**config.mk**
```make
export PLATFORM = sky130hd
export DESIGN_NAME = maxpool3d_window_sequencer
export DESIGN_NICKNAME = d
export VERILOG_FILES = /design/src/rtl/maxpool3d_pkg.sv /design/src/rtl/maxpool3d_window_sequencer_addr_gen.sv /design/src/rtl/maxpool3d_window_sequencer.sv
export SDC_FILE = /design/constraint.sdc
export NUM_CORES = 1
export LEC_CHECK = 0
export CORE_ASPECT_RATIO = 1.4
export CORE_UTILIZATION = 34
export CTS_CLUSTER_SIZE = 10
export DETAILED_ROUTE_END_ITERATION = 7
export SLEW_MARGIN = 20
export SYNTH_ARGS = -nofsm -noshare
export SYNTH_HDL_FRONTEND = slang
export SYNTH_HIERARCHICAL = 1
export SYNTH_SLANG_ARGS = --single-unit
```
**constraint.sdc**
```tcl
create_clock -name clk -period 17.3 [get_ports clk]
set_clock_uncertainty 0.05 [all_clocks]
set_input_delay 2.595 -clock clk [delete_from_list [all_inputs] [get_ports clk]]
set_output_delay 2.595 -clock clk [all_outputs]
set_load 0.01 [all_outputs]
```
**src/rtl/maxpool3d_pkg.sv**
```systemverilog
// Shared types and helpers for the 3D max-pool window sequencer.
package maxpool3d_pkg;

    typedef enum logic [2:0] {
        ST_IDLE,
        ST_ISSUE,
        ST_WAIT,
        ST_EMIT,
        ST_DONE
    } state_t;

    localparam int unsigned CNT_W = 16;
    localparam int unsigned MAX_W = 64;

    typedef logic signed [MAX_W-1:0] wide_t;

    function automatic int unsigned out_dim(input int unsigned in_dim, input int unsigned k,
                                            input int unsigned s);
        return (in_dim - k) / s + 1;
    endfunction

    function automatic wide_t smax(input wide_t a, input wide_t b);
        return (a > b) ? a : b;
    endfunction

endpackage

```
**src/rtl/maxpool3d_window_sequencer_addr_gen.sv**
```systemverilog
// Kernel offset counters (kw innermost) and feature-memory address for the current window.
module maxpool3d_addr_gen
    import maxpool3d_pkg::*;
#(
    parameter int unsigned ADDR_W = 16,
    parameter int unsigned IN_H   = 4,
    parameter int unsigned IN_W   = 4,
    parameter int unsigned K      = 2,
    parameter int unsigned S      = 2
) (
    input  logic              clk,
    input  logic              rst,
    input  logic              clear,
    input  logic              advance,
    input  logic [CNT_W-1:0]  od,
    input  logic [CNT_W-1:0]  oh,
    input  logic [CNT_W-1:0]  ow,
    input  logic [ADDR_W-1:0] base,
    output logic              last_c,
    output logic [ADDR_W-1:0] addr_c
);

    localparam logic [CNT_W-1:0] K_LAST = CNT_W'(K - 1);

    logic [CNT_W-1:0] kd, kh, kw;
    logic             kd_last, kh_last, kw_last;
    logic [31:0]      d, h, w, lin;

    assign kd_last = (kd == K_LAST);
    assign kh_last = (kh == K_LAST);
    assign kw_last = (kw == K_LAST);
    assign last_c  = kd_last && kh_last && kw_last;

    // Counters wrap to zero after the last offset so the next window starts clean.
    always_ff @(posedge clk) begin
        if (rst || clear) begin
            kd <= '0;
            kh <= '0;
            kw <= '0;
        end else if (advance) begin
            if (kw_last) begin
                kw <= '0;
                if (kh_last) begin
                    kh <= '0;
                    kd <= kd_last ? '0 : kd + CNT_W'(1);
                end else begin
                    kh <= kh + CNT_W'(1);
                end
            end else begin
                kw <= kw + CNT_W'(1);
            end
        end
    end

    always_comb begin
        d      = 32'(od) * 32'(S) + 32'(kd);
        h      = 32'(oh) * 32'(S) + 32'(kh);
        w      = 32'(ow) * 32'(S) + 32'(kw);
        lin    = (d * 32'(IN_H) + h) * 32'(IN_W) + w;
        addr_c = base + ADDR_W'(lin);
    end

endmodule

```
**src/rtl/maxpool3d_window_sequencer.sv**
```systemverilog
// Walks every output voxel, issues its K^3 window reads and folds the responses through a signed max.
module maxpool3d_window_sequencer
    import maxpool3d_pkg::*;
#(
    parameter int unsigned DATA_W = 32,
    parameter int unsigned ADDR_W = 16,
    parameter int unsigned IN_D   = 4,
    parameter int unsigned IN_H   = 4,
    parameter int unsigned IN_W   = 4,
    parameter int unsigned K      = 2,
    parameter int unsigned S      = 2
) (
    input  logic              clk,
    input  logic              rst,
    input  logic              start,
    input  logic [ADDR_W-1:0] base_addr,
    output logic              busy,
    output logic              done,
    output logic              rd_req_valid,
    input  logic              rd_req_ready,
    output logic [ADDR_W-1:0] rd_req_addr,
    input  logic              rd_rsp_valid,
    input  logic [DATA_W-1:0] rd_rsp_data,
    output logic              out_valid,
    input  logic              out_ready,
    output logic [DATA_W-1:0] out_data,
    output logic [ADDR_W-1:0] out_index
);

    if (K < 1 || K > IN_D || K > IN_H || K > IN_W || S < 1) begin : g_param_check
        $error("maxpool3d_window_sequencer: K must be 1..min(IN_D,IN_H,IN_W) and S >= 1");
    end

    localparam int unsigned OD   = out_dim(IN_D, K, S);
    localparam int unsigned OH   = out_dim(IN_H, K, S);
    localparam int unsigned OW   = out_dim(IN_W, K, S);
    localparam int unsigned K3   = K * K * K;
    localparam int unsigned RC_W = $clog2(K3 + 1);

    localparam logic [CNT_W-1:0] OD_LAST  = CNT_W'(OD - 1);
    localparam logic [CNT_W-1:0] OH_LAST  = CNT_W'(OH - 1);
    localparam logic [CNT_W-1:0] OW_LAST  = CNT_W'(OW - 1);
    localparam logic [RC_W-1:0]  RSP_LAST = RC_W'(K3 - 1);

    state_t            state, state_next;
    logic [ADDR_W-1:0] base_q;
    logic [CNT_W-1:0]  od, oh, ow;
    logic [ADDR_W-1:0] out_idx;
    logic [RC_W-1:0]   rsp_cnt;
    logic [DATA_W-1:0] acc, acc_max;
    logic              req_fire, rsp_fire, out_fire;
    logic              req_last_c, rsp_last, win_last;

    assign req_fire = rd_req_valid && rd_req_ready;
    assign rsp_fire = rd_rsp_valid && (state != ST_IDLE);
    assign out_fire = out_valid && out_ready;
    assign rsp_last = rsp_fire && (rsp_cnt == RSP_LAST);
    assign win_last = (od == OD_LAST) && (oh == OH_LAST) && (ow == OW_LAST);

    maxpool3d_addr_gen #(
        .ADDR_W (ADDR_W),
        .IN_H   (IN_H),
        .IN_W   (IN_W),
        .K      (K),
        .S      (S)
    ) u_addr_gen (
        .clk     (clk),
        .rst     (rst),
        .clear   (state == ST_IDLE),
        .advance (req_fire),
        .od      (od),
        .oh      (oh),
        .ow      (ow),
        .base    (base_q),
        .last_c  (req_last_c),
        .addr_c  (rd_req_addr)
    );

    always_ff @(posedge clk) begin
        if (rst) state <= ST_IDLE;
        else     state <= state_next;
    end

    always_comb begin
        state_next = state;
        case (state)
            ST_IDLE:  if (start) state_next = ST_ISSUE;
            ST_ISSUE: if (req_fire && req_last_c) state_next = ST_WAIT;
            ST_WAIT:  if (rsp_last) state_next = ST_EMIT;
            ST_EMIT:  if (out_fire) state_next = win_last ? ST_DONE : ST_ISSUE;
            ST_DONE:  state_next = ST_IDLE;
            default:  state_next = ST_IDLE;
        endcase
    end

    always_comb begin
        busy         = 1'b0;
        done         = 1'b0;
        rd_req_valid = 1'b0;
        out_valid    = 1'b0;
        case (state)
            ST_ISSUE: begin busy = 1'b1; rd_req_valid = 1'b1; end
            ST_WAIT:  busy = 1'b1;
            ST_EMIT:  begin busy = 1'b1; out_valid = 1'b1; end
            ST_DONE:  begin busy = 1'b1; done = 1'b1; end
            default:  ;
        endcase
    end

    assign acc_max = DATA_W'(smax(MAX_W'(signed'(acc)), MAX_W'(signed'(rd_rsp_data))));

    // First response of a window seeds the accumulator so all-negative windows work.
    always_ff @(posedge clk) begin
        if (rst) begin
            base_q  <= '0;
            rsp_cnt <= '0;
            acc     <= '0;
        end else begin
            if (state == ST_IDLE && start) base_q <= base_addr;
            if (state == ST_IDLE || out_fire) rsp_cnt <= '0;
            else if (rsp_fire)                rsp_cnt <= rsp_cnt + RC_W'(1);
            if (rsp_fire) acc <= (rsp_cnt == '0) ? rd_rsp_data : acc_max;
        end
    end

    always_ff @(posedge clk) begin
        if (rst) begin
            od      <= '0;
            oh      <= '0;
            ow      <= '0;
            out_idx <= '0;
        end else if (out_fire) begin
            out_idx <= win_last ? '0 : out_idx + ADDR_W'(1);
            if (ow == OW_LAST) begin
                ow <= '0;
                if (oh == OH_LAST) begin
                    oh <= '0;
                    od <= (od == OD_LAST) ? '0 : od + CNT_W'(1);
                end else begin
                    oh <= oh + CNT_W'(1);
                end
            end else begin
                ow <= ow + CNT_W'(1);
            end
        end
    end

    assign out_data  = acc;
    assign out_index = out_idx;

endmodule

```
# Yosys cells after proc, flatten, opt, wreduce, memory -nomap -nowiden
# Cells that the tools add are included.
# word_totals
output_inout_bits	68
ramBits	0
regBits	167
romBits	0
inputBits	54
word_cells	84
latch_bits	0
memories	0
# classes
eq_ne	16
n_addsub	14
mux	19
div	0
shifts	0
order_cmp	1
bitwise	0
reduce_logical	23
n_mul	0
# ops
cell	n
$add 16x1->16 const B	7
$mux 16	7
$eq 16x1->1 const B	6
$mux 32	2
$add 16x16->16	3
$gt 32x32->1	1
$add 14x14->14	2
$mux 3	5
$add 12x12->12	1
$pmux 3 s4	1
$logic_and 1x1->1	10
$ne 2x2->1 const B	4
$eq 3x2->1 const B	2
$reduce_and 2->1	3
$reduce_and 3->1	2
$add 4x1->4 const B	1
$eq 4x3->1 const B	1
$logic_not 4->1	1
$mux 1	4
$reduce_and 4->1	1
$reduce_or 4->1	1
$eq 3x1->1 const B	1
$eq 3x3->1 const B	1
$logic_not 3->1	1
4 further kinds	5

# Longest topological paths before layout
# depth
word_depth	6
ltp_mapped	22
mapped_depth_nobuf	22

# Modules after synthesis
# Netlist, hierarchy kept.
# modules_own_cells
mod	n_inst	cells_each	area_each_um2	seq_area_each_um2
maxpool3d_window_sequencer	1	722	6291.0	2382.3
maxpool3d_addr_gen	1	509	4611.9	960.9

# Worst setup path after synthesis
# Ideal clock, no wire load.
# synth_path
path_type	reg-to-output
from	reg od[1]
to	out rd_req_addr[15]
path_stages_with_launch	23
required_time_ns	14.655
t_arrival_ns	4.862
slack_ns	9.793
cell_sequence	dfxtp_1 > ha_1 > a21o_1 > a21oi_1 > o21bai_1 > a21oi_1 > o21ai_0 > mux2i_1 > a2111oi_0 > fa_1 > inv_1 > ha_1 > inv_1 > nor4_1 > a2111oi_0 > nand3_1 > fa_1 > xor2_1 > xnor2_1 > xnor2_1 > xnor2_1 > xnor2_1 > xnor3_1
# synth_via
elab_chain_len	4
# synth_rtl
element	line	rtl
start, declared	maxpool3d_window_sequencer.sv:47	logic [CNT_W-1:0] od, oh, ow;
start signal, assigned	maxpool3d_window_sequencer.sv:138	od <= (od == OD_LAST) ? '0 : od + CNT_W'(1);
$add 12x12->12	maxpool3d_window_sequencer_addr_gen.sv:56	d = 32'(od) * 32'(S) + 32'(kd);
$add 14x14->14	maxpool3d_window_sequencer_addr_gen.sv:59	lin = (d * 32'(IN_H) + h) * 32'(IN_W) + w;
$add 16x16->16	maxpool3d_window_sequencer_addr_gen.sv:59	
$add 16x16->16	maxpool3d_window_sequencer_addr_gen.sv:60	addr_c = base + ADDR_W'(lin);
end, declared	maxpool3d_window_sequencer.sv:21	output logic [ADDR_W-1:0] rd_req_addr,
# No other way between the ends.

# Worst setup path in the final report
# Same ends and word-level chain as after synthesis.

==> flow_metrics.env <==
export IMPL_dieArea_sq_um=32800
export IMPL_rr_endpoint="u_addr_gen/kd[12]"
export IMPL_rr_worst_depth=6
export IMPL_grtUsageTotal_pct=16.8
export IMPL_cts_sinks=167
export IMPL_cts_resized=0
export IMPL_yosys_warnings=6
export IMPL_synth_nets=1410
export IMPL_synthArstFlopShare_pct=0
export IMPL_syn_area_sq_um=10900
export IMPL_ys_ff_latch=167
export IMPL_cp_start_kind="flop"
export IMPL_crit_fanout=7
export IMPL_cts_buffers=17
export IMPL_cp_cell_sequence="ha_1 > a21o_1 > a21oi_1 > o21bai_1 > a21oi_1 > o21ai_0 > mux2i_1 > a2111oi_0 > fa_1 > inv_1 > ha_1 > inv_1 > nor4_1 > a2111oi_0 > nand3_1 > fa_1 > xor2_1 > xnor2_1 > xnor2_1 > xnor2_1 > xnor2_1 > xnor3_1 > clkdlybuf4s50_1"
export IMPL_cts_hold_fix_buffers=0
export IMPL_clockBufferDepth=2
export IMPL_path_clk_slew_ns=0.07
export IMPL_worstSetupStartpoint="od[1]"
export IMPL_layout_min_cycle_time_ns=8.99
export IMPL_antenna_left=0
export IMPL_post_route_util_pct=41.3
export IMPL_place_gp_congestion=0.867
export IMPL_synth_edf_count=0
export IMPL_wl_per_cell_microns=15.1
export IMPL_std_cell_rows=77
export IMPL_crit_path_max_incr_delay_ns=0.51
export IMPL_grt_max_degree=95
export IMPL_synth_common_cells="dfxtp_1, nor2_1, nand2_1"
export IMPL_finalMaxSlewViolations=0
export IMPL_antenna_cells=0
export IMPL_clockRootBuffer="clkbuf_16"
export IMPL_start_util_pct=34.5
export IMPL_area_growth_pct=19.7
export IMPL_cp_common_cell="xnor2_1"
export IMPL_yosys_area_top_type="dfxtp_1"
export IMPL_p_leak_nw=5.19
export IMPL_grt_first_pass_wirelength_microns=43100
export IMPL_htree_levels=4
export IMPL_cp_end_kind="output port"
export IMPL_worstSkewPairLatency_ns=0.45
export IMPL_ys_top_cells_by_area="dfxtp_1, ha_1, fa_1, xor2_1, xnor2_1"
export IMPL_synth_top_area_share_pct=30.7
export IMPL_placed_cells=1710
export IMPL_drc=0
export IMPL_grt_ovfl_total=0
export IMPL_die_h_microns=214
export IMPL_r2r_start="state[0]"
export IMPL_drive_gt1_share_pct=5.35
export IMPL_core_area_sq_um=31600
export IMPL_fmax_ghz=0.111
export IMPL_postCtsSetupBuffers=0
export IMPL_dp_slack_ns=8.82
export IMPL_setup_tns_ns=0
export IMPL_worstPathArrival_ns=6.34
export IMPL_syn_inst=1231
export IMPL_syn_avg_cell_area_sq_um=8.86
export IMPL_num_vias=8635
export IMPL_fp_dieW_microns=153
export IMPL_pin_count=122
export IMPL_crit_type="reg -> out"
export IMPL_synth_most_common_cell="dfxtp_1"
export IMPL_cts_tree="built"
export IMPL_setup_viol=0
export IMPL_yosys_cell_types_count=70
export IMPL_hp_class="reg -> reg"
export IMPL_min_period_over_period_pct=51.9
export IMPL_outcome="complete, no violations"
export IMPL_worstSetupEndpoint="rd_req_addr[15]"
export IMPL_first_global_vias=8656
export IMPL_max_cap_violations=0
export IMPL_drt_total_wl_microns=26200
export IMPL_hpwlAfterDp_microns=20300
export IMPL_antenna_found_initial=0
export IMPL_ys_seq_area_share_pct=30.7
export IMPL_crit_slowest_cell="clkdlybuf4s50_1"
export IMPL_setup_slack_ns=8.31
export IMPL_power_density_nw_per_um2=70.7
export IMPL_dr_first_iter_drc_count=275
export IMPL_hold_viol=0
export IMPL_nets=1513
export IMPL_rsz0062_at_grt="no"
export IMPL_via_per_inst=4.96
export IMPL_relSlewSlack_pct=36.2
export IMPL_stdcell_count=1742
export IMPL_worst_slew_pin_slew_ns=0.957
export IMPL_required_ns=14.66
export IMPL_drt_pass1_iterations=4
export IMPL_rrSetupSlack_ns=14.17
export IMPL_portBuffers=121
export IMPL_synth_flop_cell="dfxtp_1"
export IMPL_peakVddDrop_mv=0.0565
## metal layers
metal	global-route usage, %	vias up	share of wire (%)
li1	-	4398	-
met5	0	-	0
met1	18.7	4062	43
met3	3.88	40	4.2
met2	29.8	135	49
met4	9.17	0	3.7
## how the worst min path moves through the flow
stage / startpoint / to / slack (ns) / depth (start not counted)
2_1_floorplan: base_q[0] / base_q[0] / 0.39 / 2
3_3_place_gp: base_q[2] / base_q[2] / 0.42 / 2
3_5_place_dp: base_q[1] / base_q[1] / 0.43 / 2
4_1_cts: base_q[1] / base_q[1] / 0.44 / 2
5_1_grt: out_data[2] / out_data[2] / 0.46 / 2
6_report: base_q[2] / base_q[2] / 0.43 / 2
## metrics by stage
step	power, mW	hold slack (ns)	cell area (sq um)
after floorplan	0.464	0.391	10900
after global placement	0.505	0.418	12400
after detailed placement	0.507	0.428	12400
after CTS	0.938	0.440	13100
after global routing	0.960	0.456	13100
final	0.923	0.432	13100
## report_power, final
group          leakage [nW]  internal [mW]  total (mW)  switching [mW]
logic                  3.52         0.0473      0.0963          0.0490
registers              1.35          0.392       0.400         0.00787
clock network         0.316          0.264       0.427           0.163
total                  5.19          0.703       0.923           0.220
## sequential cells by signal, summed over array words and instances (netlist names)
register	count
out_data	32
base_q	16
od	16
oh	16
out_index	16
ow	16
u_addr_gen/kd	16
u_addr_gen/kh	16
u_addr_gen/kw	16
rsp_cnt	4
state	3
## placed cells by master (no fill, tap or decap), drive strengths merged, types with 7 or more instances in the layout
master,instances
nor2,140
and3,17
mux2i,35
fa,41
nand4,48
clkbuf,20
nor3,28
a21oi,69
or3,20
nand2b,69
ha,84
xor2,66
o21ai,31
xnor2,62
inv,85
nand2,95
nor3b,7
dfxtp,167
nand3,38
a21o,7
clkdlybuf4s50,120
nor4,18
## kinds of logic (layout without fill, tap and decap cells)
group | after synthesis | after routing | synth area share, %
AO/OA/AOI/OAI | 140 | 140 | 7.59
flip-flops | 167 | 167 | 30.7
multiplexers | 35 | 35 | 3.21
XOR/XNOR | 129 | 129 | 10.5
adder cells (fa/ha/maj) | 125 | 125 | 17.2
buffers and inverters | 123 | 239 | 4.96
AND/OR/NAND/NOR | 512 | 512 | 25.9
## layout make-up
cell class,instances,area [sq um]
tap,395,494
clock buffer,20,457
timing repair buffer,123,1220
clock inverter,12,198
inverter,84,315
fill,3195,18500
sequential,167,3340
multi-input combinational,941,7020
## worst max-delay path: cells and delay by family (launching register included)
kind                       cells  cell delay, ns
buffers and inverters          3            0.71
DFF                            1            0.50
muxes                          1            0.15
xor gates and xnor gates       6            1.16
adders and majority gates      4            1.43
and+or+nand+nor                2            0.23
AOI/OAI and AO/OA              7            1.72
Note: power is estimated with default switching activity, not from simulation.
